### src/rtl/bus_xfer_pkg.sv
// Shared types and constants for the bus transfer controller.
// Optional src==dst checker is enabled by defining XFER_CHK_EN.
package bus_xfer_pkg;

  localparam int NREG_DEF = 8;
  localparam int IW_DEF   = 3;

  localparam logic PORT_CPU = 1'b0;
  localparam logic PORT_AUX = 1'b1;

  typedef enum logic [1:0] {
    IDLE  = 2'd0,
    DRIVE = 2'd1,
    LATCH = 2'd2,
    DONE  = 2'd3
  } xfer_state_t;

endpackage

### src/rtl/rr_arb2.sv
// Two-way round-robin arbiter; the pointer advances only when a grant is taken.
module rr_arb2 (
  input  logic       CLK,
  input  logic       RESET,
  input  logic       en,
  input  logic [1:0] req,
  output logic [1:0] grant,
  output logic       update
);

  // Port granted most recently; resets to 1 so port 0 wins the first tie.
  logic last;

  always_comb begin
    grant = '0;
    if (req == 2'b11)
      grant = last ? 2'b01 : 2'b10;
    else
      grant = req;
  end

  assign update = en & (|req);

  always_ff @(posedge CLK) begin
    if (RESET)
      last <= 1'b1;
    else if (update)
      last <= grant[1];
  end

endmodule

### src/rtl/bus_xfer_ctrl.sv
// Register-to-register bus transfer sequencer with two arbitrated requesters.
// Define XFER_CHK_EN to reject src==dst transfers with an err-qualified ack.
module bus_xfer_ctrl
  import bus_xfer_pkg::*;
#(
  parameter int NREG = NREG_DEF,
  parameter int IW   = IW_DEF
) (
  input  logic            CLK,
  input  logic            RESET,
  input  logic            req0,
  input  logic            req1,
  input  logic [IW-1:0]   src0,
  input  logic [IW-1:0]   src1,
  input  logic [IW-1:0]   dst0,
  input  logic [IW-1:0]   dst1,
  input  logic            bsel0,
  input  logic            bsel1,
  output logic            ack0,
  output logic            ack1,
  output logic            err,
  output logic            busy,
  output logic [NREG-1:0] oe1,
  output logic [NREG-1:0] oe2,
  output logic [NREG-1:0] hold,
  output logic [NREG-1:0] latch
);

  xfer_state_t state;
  logic [1:0]    grant;
  logic          update;
  logic          sel_aux;
  logic          gport;
  logic [IW-1:0] s_src, s_dst, dst_q;
  logic          s_bsel;

  function automatic logic [NREG-1:0] onehot(input logic [IW-1:0] idx);
    return NREG'(1) << idx;
  endfunction

  rr_arb2 u_arb (
    .CLK    (CLK),
    .RESET  (RESET),
    .en     (state == IDLE),
    .req    ({req1, req0}),
    .grant  (grant),
    .update (update)
  );

  assign sel_aux = (grant == 2'b10);
  assign s_src   = sel_aux ? src1  : src0;
  assign s_dst   = sel_aux ? dst1  : dst0;
  assign s_bsel  = sel_aux ? bsel1 : bsel0;

  always_ff @(posedge CLK) begin
    if (RESET) begin
      state <= IDLE;
      oe1   <= '0;
      oe2   <= '0;
      latch <= '0;
      hold  <= '1;
      ack0  <= 1'b0;
      ack1  <= 1'b0;
      err   <= 1'b0;
      busy  <= 1'b0;
      gport <= PORT_CPU;
      dst_q <= '0;
    end else begin
      ack0 <= 1'b0;
      ack1 <= 1'b0;
      err  <= 1'b0;
      case (state)
        IDLE: begin
          if (update) begin
            gport <= sel_aux;
            dst_q <= s_dst;
            busy  <= 1'b1;
`ifdef XFER_CHK_EN
            // Self-transfer is rejected straight to DONE without touching the bus.
            if (s_src == s_dst) begin
              state <= DONE;
              ack0  <= ~sel_aux;
              ack1  <= sel_aux;
              err   <= 1'b1;
            end else
`endif
            begin
              state <= DRIVE;
              if (s_bsel)
                oe2 <= onehot(s_src);
              else
                oe1 <= onehot(s_src);
              hold <= ~onehot(s_dst);
            end
          end
        end
        DRIVE: begin
          state <= LATCH;
          latch <= onehot(dst_q);
        end
        LATCH: begin
          state <= DONE;
          latch <= '0;
          hold  <= '1;
          oe1   <= '0;
          oe2   <= '0;
          ack0  <= (gport == PORT_CPU);
          ack1  <= (gport == PORT_AUX);
        end
        DONE: begin
          state <= IDLE;
          busy  <= 1'b0;
        end
        default: state <= IDLE;
      endcase
    end
  end

endmodule

### config.mk
export PLATFORM = sky130hd
export DESIGN_NAME = bus_xfer_ctrl
export DESIGN_NICKNAME = d
export VERILOG_FILES = /design/src/rtl/bus_xfer_pkg.sv /design/src/rtl/rr_arb2.sv /design/src/rtl/bus_xfer_ctrl.sv
export SDC_FILE = /design/constraint.sdc
export NUM_CORES = 1
export LEC_CHECK = 0
export BUFFER_PORTS_ARGS = -buffer_cell sky130_fd_sc_hd__buf_2
export CORE_ASPECT_RATIO = 1.4
export CORE_UTILIZATION = 45
export DETAILED_ROUTE_END_ITERATION = 12
export PLACE_DENSITY_LB_ADDON = 0.3
export SYNTH_ARGS = -nofsm -noshare
export SYNTH_HDL_FRONTEND = slang
export SYNTH_HIERARCHICAL = 1
export SYNTH_SLANG_ARGS = --single-unit
### constraint.sdc
create_clock -name CLK -period 2.4 [get_ports CLK]
set_input_delay 0.48 -clock CLK [delete_from_list [all_inputs] [get_ports CLK]]
set_output_delay 0.48 -clock CLK [all_outputs]
set_load 0.05 [all_outputs]
==> impl_results.md <==
* Pwr/cell area at 1050 nW/µm²
* CP startpoint kind: register
* Clk pin slew, worst setup/hold paths at 0.08 ns
* Placed insts at 329
* Syn Inst Count at approximately 220
* CTS tree: done
* Area growth from synthesis to layout at 19.2%
* Final worst path period share at 0.842
* Maximum clock insertion buffer count at 2
* Clock Skews at 0.00793 ns
* Die area at 4960 µm²
* Clock Latency Late Sink at 0.30 ns
* Most common flop cell mapped by yosys: dfxtp_1
* Largest net degree at the start of global routing at 25
* Worst-margin pin slew at 0.518 ns
* Total nets after synthesis at 243
* Total clock sinks at 42
* Final worst slack at ~0.38 ns
* CP Capture Type: register
* Final Hold Vio Count at 0
* Antenna violations before repair at 0
* Mapped Area at 2100 µm²
* Pre-CTS setup slack at a little over 0.2 ns
* DR iter-0 viols at 68
* FFs w/ async S/R, synth at 0
* Final nets at 295
* DP HPWL at 3300 µm
* Cts bufs inserted at 5
* CTS root buf: clkbuf_8
* All-Layer GR Usage at 0.198
* DR vias/cell at 5.34
* First-pass GRT wire length at 7640 µm
* Sequential share of power at 0.332
* Port Buf Inserts at 52
* # H-tree levels at 2
* Clock power share at 0.210
* Max Cap Violations at 0
* Sequential share of the synthesized area at 0.400
* Hold/Removal Path Class: register to register
* Flip-flop and latch count after synthesis at 42
* Count of pins over their slew limit at 0
* Post-CTS sizing at 0
* Total power at about 2.6 mW
* Drt total wl at 4610 µm
* Ports at 54
* DR WL/cell at 13.7 µm
* Chip width at 59.8 µm
* P_leak at 0.996 nW
* Die height at 82.9 µm
* CP max FO at 4
* Post-synth EDFFs at 0
* Initial Util at 0.468
* CP Data Required Time at ~2.6 ns
* Slew headroom at 0.654
* Switching Share at 0.432
* Post-CTS setup repair buffer count at 0
* Switch Pwr at 1.14 mW
* Vias in the first global route at 1647
* Antenna cell count at 0
* Status: complete, no violations
* Routed Antenna Nets at 0
* First drt pass iteration count at 4
* Share of cells above drive strength 1 at 0.345
* Remaining Overflow, GRT at 0
* Endpoints failing setup at 0
* Vias at 1800
* Logic pwr share at 0.459
* # rows at 29
* Yosys cell types at 53
* Core area at around 4500 µm²
* Final min period at 2.02 ns
* Internal power at roughly 1.5 mW
* RePlAce Congestion at 0.797
* Worst setup path category: register to register
* FMAX at 495 MHz
* Worst path arrival time at 2.20 ns
* Post-CTS Hold Buffers at 0
* DRC viols at 0
* Final setup TNS at 0 ns
* Non-filler cells in the finished layout at 337
* RSZ-0062 raised after global routing: false
* Average cell area after synthesis at 9.48 µm²
* IR drop worst, VDD at around 0.36 mV
* Yosys warns at 6
[area by class of cell]
type / instances / area, µm²
Sequential cell: 42 / 841
Clock inverter: 3 / 40.0
Tap cell: 62 / 77.6
Clock buffer: 5 / 68.8
Inverter: 6 / 22.5
Multi-Input combinational cell: 160 / 1150
Timing Repair Buffer: 59 / 313
Fill cell: 457 / 1990
[per-stage QoR]
stage               hold WS, ns  utilization  instance area, µm²
floorplan                 0.414            -                2100
global placement          0.444        0.533                2400
global route              0.477        0.558                2510
detailed placement        0.448        0.533                2400
CTS                       0.459        0.558                2510
finish                    0.457        0.558                2510
[path summary, 6_finish.rpt]
check                               start              endpoint  slack, ns  cells past startpoint
setup / recovery  u_arb/last$_SDFFE_PP1P_  hold[0]$_SDFFE_PP1P_       0.38                      6
hold / removal         gport$_SDFFE_PP0P_       ack0$_SDFF_PP0_       0.46                      1
hold reg to reg        gport$_SDFFE_PP0P_       ack0$_SDFF_PP0_       0.46                      1
setup reg to reg  u_arb/last$_SDFFE_PP1P_  hold[0]$_SDFFE_PP1P_       0.38                      6
[state kept, by name (all words and copies together) (netlist names)]
signal      count
hold            8
latch           8
oe1             8
oe2             8
dst_q           3
state           2
ack0            1
ack1            1
busy            1
gport           1
u_arb/last      1
[layer usage]
metal | global-route usage | wire (µm) | vias to the layer above
met5 | 0 | 0 | -
met3 | 0.0436 | 195 | 8
met1 | 0.271 | 2140 | 824
met2 | 0.301 | 2200 | 52
li1 | - | - | 916
met4 | 0.0698 | 79 | 0
[cells in the final DEF, fill, tap and decap left out, drive strengths merged, types with 3 or more instances in the layout]
| master | count |
|---|---|
| buf | 59 |
| dfxtp | 42 |
| a21oi | 30 |
| nand3 | 16 |
| nand2 | 14 |
| nor2 | 14 |
| o211ai | 10 |
| nor3 | 9 |
| nor4 | 8 |
| inv | 6 |
| a22oi | 6 |
| nand2b | 6 |
| clkbuf | 5 |
| o21ai | 5 |
| nand4bb | 4 |
| mux2 | 4 |
| mux2i | 4 |
| a211oi | 4 |
| nor2b | 3 |
| ha | 3 |
[synthesized netlist by cell type, drive strengths merged (3+ instances only)]
master / number / area [µm²]
o21ai: 5 / 36.3
nor3: 9 / 45.0
o211ai: 10 / 104
buf: 8 / 71.3
nor2: 14 / 52.6
nand2b: 6 / 40.0
nand4bb: 4 / 45.0
a22oi: 6 / 45.0
nor4: 8 / 75.1
nand3: 16 / 80.1
a21oi: 30 / 158
nor2b: 3 / 18.8
nand2: 14 / 52.6
clkbuf: 6 / 23.8
ha: 3 / 37.5
mux2: 4 / 52.6
inv: 6 / 22.5
mux2i: 4 / 60.1
a211oi: 4 / 47.5
dfxtp: 42 / 841
[kinds of logic (layout without fill, tap and decap cells)]
| family | after synthesis | after routing | share of synthesized area |
|---|---|---|---|
| adders and majority gates | 3 | 3 | 0.0178 |
| and+or+nand+nor | 84 | 84 | 0.235 |
| other | 1 | 1 | 0.00178 |
| DFF | 42 | 42 | 0.400 |
| muxes | 8 | 8 | 0.0535 |
| AOI/OAI and AO/OA | 64 | 64 | 0.237 |
| buffers and inverters | 20 | 73 | 0.0559 |
[worst max-delay path: stages, from the launching register on]
cell	delay, ns
dfxtp_1	0.37
inv_1	0.05
a21boi_0	0.37
nand2b_2	0.31
mux2_4	0.35
nor4_1	0.33
a21oi_1	0.13
[power by group through the flow]
stage / Sequential (mW) / Clock, mW / Combinational (mW)
after CTS: 0.872 / 0.560 / 1.20
after global routing: 0.888 / 0.600 / 1.32
final: 0.872 / 0.552 / 1.21
after detailed placement: 0.888 / 0 / 1.20
after global placement: 0.885 / 0 / 1.19
after floorplan: 1.10 / 0 / 0.766
No activity file was read; power rests on OpenSTA's default activity.
